<file path="config.mk">
export PLATFORM = sky130hd
export DESIGN_NAME = cache_req_arbiter
export DESIGN_NICKNAME = d
export VERILOG_FILES = /design/src/rtl/cache_req_arbiter.sv
export SDC_FILE = /design/constraint.sdc
export NUM_CORES = 1
export LEC_CHECK = 0
export CAP_MARGIN = 20
export CORE_MARGIN = 4
export CORE_UTILIZATION = 39
export CTS_CLUSTER_SIZE = 10
export DETAILED_ROUTE_END_ITERATION = 6
export PLACE_DENSITY_LB_ADDON = 0.15
export SYNTH_ARGS = -nofsm -noshare
export SYNTH_HDL_FRONTEND = slang
export SYNTH_SLANG_ARGS = --single-unit
</file>
<file path="constraint.sdc">
create_clock -name clk -period 1.5 [get_ports clk]
set_input_delay 0.45 -clock clk [delete_from_list [all_inputs] [get_ports clk]]
set_output_delay 0.45 -clock clk [all_outputs]
set_load 0.005 [all_outputs]
</file>
<file path="src/rtl/cache_req_arbiter.sv">
// Round-robin arbiter between fetch (port 0) and data/trace (port 1) in front of the cache CPU port.
// Latency: request sampled in IDLE -> cache_valid next cycle; ack one cycle after cache_ready or watchdog expiry.
// Backpressure: one transaction in flight; requesters hold valid until ack, are ignored while BUSY/DONE.
module cache_req_arbiter #(
    parameter int ADDR_W  = 32,
    parameter int DATA_W  = 32,
    parameter int TIMEOUT = 64
) (
    input  logic              clk,
    input  logic              rst_n,
    input  logic              req0_valid,
    input  logic [ADDR_W-1:0] req0_addr,
    input  logic              req0_rw,
    input  logic [DATA_W-1:0] req0_wdata,
    output logic              req0_ack,
    output logic [DATA_W-1:0] req0_rdata,
    output logic              req0_err,
    input  logic              req1_valid,
    input  logic [ADDR_W-1:0] req1_addr,
    input  logic              req1_rw,
    input  logic [DATA_W-1:0] req1_wdata,
    output logic              req1_ack,
    output logic [DATA_W-1:0] req1_rdata,
    output logic              req1_err,
    output logic              cache_valid,
    output logic [ADDR_W-1:0] cache_addr,
    output logic              cache_rw,
    output logic [DATA_W-1:0] cache_wdata,
    input  logic              cache_ready,
    input  logic [DATA_W-1:0] cache_rdata,
    output logic              grant
);

    localparam int              WD_W    = $clog2(TIMEOUT);
    localparam logic [WD_W-1:0] WD_LAST = WD_W'(TIMEOUT - 1);

    typedef enum logic [1:0] {IDLE, BUSY, DONE} state_t;

    state_t            state_q, state_d;
    logic              last_grant_q, last_grant_d;
    logic              grant_q, grant_d;
    logic              cache_valid_q, cache_valid_d;
    logic [ADDR_W-1:0] cache_addr_q, cache_addr_d;
    logic              cache_rw_q, cache_rw_d;
    logic [DATA_W-1:0] cache_wdata_q, cache_wdata_d;
    logic              ack0_q, ack0_d, ack1_q, ack1_d;
    logic [DATA_W-1:0] rdata0_q, rdata0_d, rdata1_q, rdata1_d;
    logic              err0_q, err0_d, err1_q, err1_d;
    logic [WD_W-1:0]   wd_cnt_q, wd_cnt_d;
    logic              win;

    // last_grant resets to 1 so port 0 takes the first tie.
    always_ff @(posedge clk or negedge rst_n) begin
        if (!rst_n) begin
            state_q       <= IDLE;
            last_grant_q  <= 1'b1;
            grant_q       <= 1'b0;
            cache_valid_q <= 1'b0;
            cache_addr_q  <= '0;
            cache_rw_q    <= 1'b0;
            cache_wdata_q <= '0;
            ack0_q        <= 1'b0;
            ack1_q        <= 1'b0;
            rdata0_q      <= '0;
            rdata1_q      <= '0;
            err0_q        <= 1'b0;
            err1_q        <= 1'b0;
            wd_cnt_q      <= '0;
        end else begin
            state_q       <= state_d;
            last_grant_q  <= last_grant_d;
            grant_q       <= grant_d;
            cache_valid_q <= cache_valid_d;
            cache_addr_q  <= cache_addr_d;
            cache_rw_q    <= cache_rw_d;
            cache_wdata_q <= cache_wdata_d;
            ack0_q        <= ack0_d;
            ack1_q        <= ack1_d;
            rdata0_q      <= rdata0_d;
            rdata1_q      <= rdata1_d;
            err0_q        <= err0_d;
            err1_q        <= err1_d;
            wd_cnt_q      <= wd_cnt_d;
        end
    end

    always_comb begin
        state_d       = state_q;
        last_grant_d  = last_grant_q;
        grant_d       = grant_q;
        cache_valid_d = cache_valid_q;
        cache_addr_d  = cache_addr_q;
        cache_rw_d    = cache_rw_q;
        cache_wdata_d = cache_wdata_q;
        ack0_d        = 1'b0;
        ack1_d        = 1'b0;
        rdata0_d      = rdata0_q;
        rdata1_d      = rdata1_q;
        err0_d        = err0_q;
        err1_d        = err1_q;
        wd_cnt_d      = wd_cnt_q;
        win           = 1'b0;

        case (state_q)
            IDLE: begin
                if (req0_valid || req1_valid) begin
                    win           = (req0_valid && req1_valid) ? ~last_grant_q : req1_valid;
                    cache_addr_d  = win ? req1_addr  : req0_addr;
                    cache_rw_d    = win ? req1_rw    : req0_rw;
                    cache_wdata_d = win ? req1_wdata : req0_wdata;
                    cache_valid_d = 1'b1;
                    grant_d       = win;
                    last_grant_d  = win;
                    wd_cnt_d      = '0;
                    state_d       = BUSY;
                end
            end
            BUSY: begin
                if (wd_cnt_q != WD_LAST) begin
                    wd_cnt_d = wd_cnt_q + 1'b1;
                end
                // A ready on the final watchdog cycle still counts as a normal completion.
                if (cache_ready || (wd_cnt_q == WD_LAST)) begin
                    cache_valid_d = 1'b0;
                    state_d       = DONE;
                    if (grant_q) begin
                        ack1_d   = 1'b1;
                        rdata1_d = cache_ready ? cache_rdata : '0;
                        err1_d   = ~cache_ready;
                    end else begin
                        ack0_d   = 1'b1;
                        rdata0_d = cache_ready ? cache_rdata : '0;
                        err0_d   = ~cache_ready;
                    end
                end
            end
            DONE: begin
                state_d = IDLE;
            end
            default: begin
                state_d = IDLE;
            end
        endcase
    end

    assign req0_ack    = ack0_q;
    assign req1_ack    = ack1_q;
    assign req0_rdata  = rdata0_q;
    assign req1_rdata  = rdata1_q;
    assign req0_err    = err0_q;
    assign req1_err    = err1_q;
    assign cache_valid = cache_valid_q;
    assign cache_addr  = cache_addr_q;
    assign cache_rw    = cache_rw_q;
    assign cache_wdata = cache_wdata_q;
    assign grant       = grant_q;

endmodule

</file>
==> qor.csv, run 1 <==
stage;metric;value;unit
outcome;status;finished, violations left;
outcome;violations;negative setup slack;
setup_path;crit_path_cell_trace;a21boi_4 > buf_6 > buf_12 > buf_16 > mux2_2 > mux2_4;
sta;tightest_slew;0.3375;ns
routing;dr.pass1.iters;6;
placed_design;place_inst;1101;
final_layout;fillers;1307;
setup_path;endpoint;cache_wdata[21];
setup_path;critical_path_required;1.80;ns
synthesis;synth_top_area_share;50.44;%
routing;wl_per_cell;20.13;um
synthesis;synth_edf_count;0;
routing;topRoutingLayerUsed;met4;
routing;num_vias;6148;
setup_path;r2r_slack;-0.19;ns
final_layout;nNetsFinal;1150;
placed_design;port_buffers;301;
global_routing;grt_pass1_wl;35440;um
setup_path;crit_arrival;1.99;ns
setup_path;regToRegEndpoint;cache_wdata[21];
setup_path;crit_type;flop to flop;
setup_path;r2r-start;last_grant_q;
synthesis;synth_warnings;0;
clocking;cts_buffer_depth;2;
synthesis;synth_cell_types;44;
synthesis;synthesis.nets;736;
synthesis;avgSynthCellArea;12.49;um^2
global_routing;grt_pass1_vias;6504;
final_layout;syn2layout_area_growth;71.39;%
setup_path;cp-start-kind;flop;
sta;rsz0062_at_grt;yes;
sta;period_share;112.7;%
synthesis;synth_area;7094;um^2
placed_design;place_ws;-0.7348;ns
clocking;insertion_delay;0.42;ns
floorplan;coreArea;17900;um^2
setup_path;crit_buf_inv;3;
clocking;clkSinkCount;144;
floorplan;die-area;20410;um^2
floorplan;row_count;49;
power_and_ir_drop;finalPower;24.22;mW
setup_path;max_stage_delay;0.38;ns
sta;setup_ws;-0.1912;ns
global_routing;antenna_found_initial;0;
synthesis;ys_seq_area_share;50.81;%
final_layout;final_core_util;67.92;%
placed_design;hpwl;16080;um
sta;setup_tns;-13.61;ns
setup_path;reg2reg_depth;6;
sta;max_freq;0.5913;GHz
clocking;cts_made_buffers;17;
synthesis;async_reset_ff_share;100.0;%
routing;met1_length;9541;um
sta;finClkSkew;0.008956;ns
clocking;cts_tree;done;
setup_path;worst-path-stages;6;
setup_path;crit_family;multiplexers;
sta;setup_viol;121;
routing;met2_length;12900;um
power_and_ir_drop;leakagePower;5.650;nW
synthesis;yosys.area.top_type;dfrtp_1;
routing;routed_wl;24640;um
power_and_ir_drop;power_density;1992;nW/um^2
routing;via_per_inst;5.023;
clocking;cts_max_level;4;
sta;relSlewSlack;77.50;%
global_routing;gr-total-overflow;0;
setup_path;critical_path.startpoint;last_grant_q;
sta;slew_violations;0;
floorplan;ios;302;
power_and_ir_drop;irDropWorstVdd;0.0009697;V
setup_path;slowest_stage;dfstp_2;
clocking;root_buffer;clkbuf_16;
final_layout;layout.cells.non_filler;1224;
synthesis;synth.area.top_cells;dfrtp_1 50%, mux2_2 20%, o21ai_2 6.0%, a22oi_1 5.5%, inv_1 3.5%;
floorplan;die_x;142.9;um
routing;dr_wl_met3;1768;um
final_layout;stdcell_area;12160;um^2
sta;hold_viol_final;0;
placed_design;gp_congestion;0.8242;
synthesis;synth_ff_type;dfrtp_1;
setup_path;end_kind;flop;
routing;drt_iter0_drc;264;
sta;fin_crit;1.691;ns
final_layout;layout-drive-gt1-share;48.84;%
global_routing;grtUsageTotal;22.34;%
sta;whs;0.4558;ns
setup_path;path_max_fanout;7;
floorplan;start_util;39.63;%
clocking;clk_pin_slew;0.06;ns
worst_hold_path;min_path_type;input pin to asynchronous set/reset pin;
global_routing;grt_max_degree;39;
routing;drc;0;
routing;ant_nets;0;
synthesis;syn_inst;568;
floorplan;die_y;142.9;um
synthesis;ys_ff_latch;144;
job;maxCapViolCount;0;
final_layout;n_antenna_cell;0;
placed_design;place_area;10540;um^2
-- cell type report --
class                   count  area (um^2)  area share, %
flip-flops and latches    144         3606          29.66
clock inverters             9        152.6          1.255
clock buffers              23        498.0          4.095
well taps                 229        286.5          2.356
repair buffers            434         4094          33.67
multi-input cells         318         3266          26.86
inverters                  67        256.5          2.109
-- layout by cell type (no fill, tap or decap), types with 7 or more instances in the layout --
cell type / synthesis / final
clkdlybuf4s15_1: 0 / 34
buf_16: 0 / 7
dfrtp_1: 143 / 142
o21ai_2: 49 / 62
mux2_2: 124 / 63
clkbuf_16: 0 / 25
buf_4: 0 / 83
a31oi_1: 10 / 10
mux2_4: 6 / 67
buf_2: 4 / 38
clkbuf_2: 1 / 62
a22oi_1: 52 / 40
nand2_1: 8 / 8
buf_6: 7 / 13
inv_1: 66 / 66
clkdlybuf4s50_1: 0 / 163
buf_12: 5 / 18
a22oi_2: 0 / 12
-- worst min-delay path by stage --
stage / startpoint / end / slack, ns / cells past startpoint
after global placement: rst_n / req0_rdata[6] / 0.32 / 1
after floorplan: rst_n / cache_addr[0] / 0.15 / 0
after detailed placement: rst_n / req1_rdata[6] / 0.32 / 1
after global routing: rst_n / req0_rdata[6] / 0.46 / 2
final: rst_n / req0_rdata[6] / 0.46 / 2
after CTS: rst_n / req1_rdata[6] / 0.43 / 2
-- cell families after synthesis --
logic type / after synthesis / synth area share [%]
buf+inv: 106 / 8.571
fa+ha+maj: 1 / 0.1763
flops: 144 / 50.81
compound gates: 147 / 15.68
xor+xnor: 1 / 0.1235
simple gates: 36 / 3.263
mux: 133 / 21.38
-- layer usage --
layer  vias to the layer above  track usage, %
met3                        31           6.798
met1                      3037           26.09
met2                       236           39.29
met5                         -               0
li1                       2844               -
met4                         0           7.204
-- power breakdown --
| group | leakage, nW | switching, mW | internal (mW) | total [mW] |
|---|---|---|---|---|
| clock | 0.311 | 1.63 | 3.00 | 4.63 |
| combinational | 3.75 | 5.28 | 7.46 | 12.7 |
| sequential | 1.59 | 1.11 | 5.74 | 6.84 |
| total | 5.65 | 8.02 | 16.2 | 24.2 |
-- repair_timing --
item | in CTS | in global routing
setup buffers | 58 | 20
gates cloned | 8 | 8
pin swaps | 1 | 2
gates resized for setup | 389 | 159
hold buffers | 1 | 0
hold endpoints to repair | 17 | 0
setup endpoints to repair | 221 | 179
-- registers in the layout, indices dropped and copies added, names as in the netlist, 2 cells and up --
register and cells:
req0_rdata 32, wd_cnt_q 6, state_q 2, req1_rdata 32
cache_wdata 32, cache_addr 32
-- synthesized netlist by cell type (2+ instances only) --
library cell  instances
a22oi_1              52
o21ai_2              49
a31oi_1              10
a2bb2oi_1             6
nand3b_1              2
and2_1                6
buf_6                 7
inv_1                66
buf_12                5
nor2_1                6
clkbuf_1             14
dfrtp_1             143
clkbuf_8              7
buf_2                 4
a21oi_1               4
and3b_1               2
o21ai_0              20
mux2i_1               3
nand4_1               2
nand2_1               8
mux2_4                6
mux2_2              124
-- worst reg2reg max path, delay by kind of cell (launching register included) --
kind	cells	cell delay, ns
DFF	1	0.38
muxes	2	0.60
AOI/OAI and AO/OA	1	0.19
buffers and inverters	3	0.41
No activity file was read; power rests on OpenSTA's default activity.
==> run 2: changes to the inputs <==
Settings changed: CTS_CLUSTER_DIAMETER set to 50, HOLD_SLACK_MARGIN set to 0.06.
==> results of run 2 <==
No change in the layout: final DEF, timing and power equal those of run 1.
==> run 3: changes to the inputs <==
Settings changed: GPL_TIMING_DRIVEN set to 0.
==> run 3 against run 2 <==
Net effect: the run still ends with negative setup slack left; sequential share of layout area fell by 0.50 points; clock skew rose by 0.0012 ns; design area increased by 1.7%; fmax up 0.28%; total power up 2.2%; non-clock buffer count is 14 higher; worst hold slack got worse by 0.031 ns; first-iteration DRC count down 21%; clock power shrank 8.0%; die area is the same; critical path type unchanged; critical endpoint is now cache_addr[24].
==> qor.csv, run 3 (synthesized netlist as in run 1, its figures left out) <==
stage;metric;value;unit
routing;drc;0;
global_routing;antenna_found_initial;1;
sta;tightest_slew;0.6657;ns
setup_path;max_stage_delay;0.38;ns
setup_path;cp-start-kind;flop;
setup_path;end_kind;flop;
floorplan;die-area;20410;um^2
setup_path;crit_path_frequent_cell;mux2_4;
sta;period_share;112.4;%
clocking;insertion_delay;0.43;ns
final_layout;nNetsFinal;1164;
setup_path;r2r_slack;-0.19;ns
placed_design;hpwl;16850;um
setup_path;path_max_fanout;8;
floorplan;coreArea;17900;um^2
setup_path;crit_arrival;1.99;ns
setup_path;crit_path_cell_trace;a21boi_4 > buf_12 > clkbuf_16 > mux2_4 > mux2_4;
final_layout;fillers;1287;
sta;setup_viol;112;
floorplan;row_count;49;
job;maxCapViolCount;0;
worst_hold_path;min_path_type;input pin to flop;
power_and_ir_drop;sw_frac_of_total;34.18;%
floorplan;die_x;142.9;um
clocking;root_buffer;clkbuf_16;
setup_path;slowest_stage;dfstp_2;
clocking;cts_max_level;4;
routing;via_per_inst;5.069;
routing;drt_iter0_drc;209;
clocking;cts_buffer_depth;2;
placed_design;gp_congestion;0.8332;
global_routing;gr-total-overflow;0;
outcome;status;finished, violations left;
routing;num_vias;6281;
power_and_ir_drop;leakagePower;5.814;nW
clocking;clkSinkCount;144;
sta;slew_violations;0;
outcome;violations;negative setup slack;
floorplan;die_y;142.9;um
power_and_ir_drop;p_int;16.29;mW
final_layout;layout_common_cells;162 x clkdlybuf4s50_1, 141 x dfrtp_1, 97 x mux2_4;
clocking;clk_pin_slew;0.06;ns
setup_path;critical_path_required;1.81;ns
routing;ant_nets;0;
sta;setup_ws;-0.1865;ns
power_and_ir_drop;power_density;2001;nW/um^2
routing;routed_wl;25570;um
power_and_ir_drop;finalPower;24.75;mW
sta;finClkSkew;0.01015;ns
clocking;cts_made_buffers;17;
setup_path;crit_type;flop to flop;
global_routing;grt_max_degree;80;
floorplan;start_util;39.63;%
sta;rsz0062_at_grt;yes;
placed_design;port_buffers;301;
final_layout;mostFrequentLayoutCell;clkdlybuf4s50_1;
clocking;cts_tree;done;
floorplan;ios;302;
global_routing;grt_pass1_wl;37180;um
placed_design;place_inst;1099;
final_layout;layout-drive-gt1-share;50.64;%
sta;relSlewSlack;55.62;%
sta;fin_crit;1.686;ns
power_and_ir_drop;netSwitchingPower;8.461;mW
power_and_ir_drop;irDropWorstVdd;0.001103;V
power_and_ir_drop;p_seq_share;27.8;%
global_routing;grtUsageTotal;23.65;%
power_and_ir_drop;pwr-share-clk;17.2;%
final_layout;syn2layout_area_growth;74.39;%
final_layout;layout.cells.non_filler;1239;
routing;dr.pass1.iters;4;
power_and_ir_drop;p_comb_share;55.0;%
routing;wl_per_cell;20.64;um
global_routing;grt_pass1_vias;6744;
sta;hold_viol_final;0;
sta;max_freq;0.5930;GHz
## run 3: changes by cell type in the layout (fill, tap and decap cells not counted), moves of 3 or more
cell / previous run / this run
buf_12: 18 / 13
mux2_4: 67 / 97
buf_6: 13 / 8
clkbuf_16: 25 / 31
a22oi_2: 12 / 15
buf_8: 4 / 7
buf_2: 38 / 44
a22oi_1: 40 / 37
clkbuf_1: 1 / 4
clkbuf_2: 62 / 68
clkinv_4: 1 / 4
inv_6: 0 / 3
clkdlybuf4s15_1: 34 / 26
mux2_2: 63 / 33
## run 3: critical path: cells and delay by family (launching register included)
kind | cells | cell delay [ns]
multiplexers | 2 | 0.56
AO/OA/AOI/OAI | 1 | 0.24
buffers and inverters | 2 | 0.38
flip-flops | 1 | 0.38
## run 3: area by class of cell
cell class | instances | area (um^2) | share of cell area (%)
Clock buffer | 18 | 439.2 | 3.550
Timing Repair Buffer | 413 | 3684 | 29.77
Tap cell | 229 | 286.5 | 2.316
Antenna cell | 1 | 2.502 | 0.02023
Clock inverter | 14 | 156.4 | 1.264
Sequential cell | 144 | 3607 | 29.16
Buffer | 35 | 521.8 | 4.217
Inverter | 67 | 254.0 | 2.053
Multi-Input combinational cell | 318 | 3421 | 27.65
## run 3: layer usage
| layer | share of wire (%) | track usage (%) | up-vias |
|---|---|---|---|
| met5 | 0 | 0 | - |
| met4 | 3.1 | 9.355 | 0 |
| met3 | 8.1 | 7.870 | 52 |
| met2 | 50 | 41.79 | 259 |
| met1 | 38 | 26.29 | 3092 |
| li1 | - | - | 2878 |
## run 3: path summary, 6_finish.rpt
| path | startpoint | depth (start not counted) | to |
|---|---|---|---|
| min | req0_valid | 2 | last_grant_q |
| max | last_grant_q | 5 | cache_addr[24] |
| max in group asynchronous | rst_n | 3 | last_grant_q |
| min reg2reg | req1_err | 2 | req1_err |
| max reg2reg | last_grant_q | 5 | cache_addr[24] |
| min in group asynchronous | rst_n | 2 | req1_rdata[4] |
## run 3: repair_timing
item / CTS / global route
resized for setup: 483 / 154
setup endpoints to repair: 270 / 283
setup buffers: 79 / 16
endpoints found under the hold margin: 42 / 0
pin swaps: 6 / 8
hold buffers: 1 / 0
cloned: 17 / 3
## run 3: power groups by stage
stage	sequential, mW	clock (mW)	combinational, mW
6_report	6.87	4.26	13.6
5_1_grt	7.08	4.51	14.5
4_1_cts	6.80	4.32	13.4
3_5_place_dp	7.00	0	10.8
3_3_place_gp	6.92	0	10.6
2_1_floorplan	6.99	0	5.31
## run 3: stage by stage
step	util (%)	TNS [ns]	worst slack, ns	area, um^2	hold WS (ns)
6_report	69.11	-11.39	-0.1865	12370	0.4252
2_1_floorplan	-	-4.946	-0.1058	7158	0.1544
3_3_place_gp	58.41	-922.26	-5.772	10460	0.4759
5_1_grt	69.11	-16.40	-0.2252	12370	0.4316
4_1_cts	69.12	-11.99	-0.1779	12370	0.4200
3_5_place_dp	58.58	-97.19	-0.8467	10490	0.4906
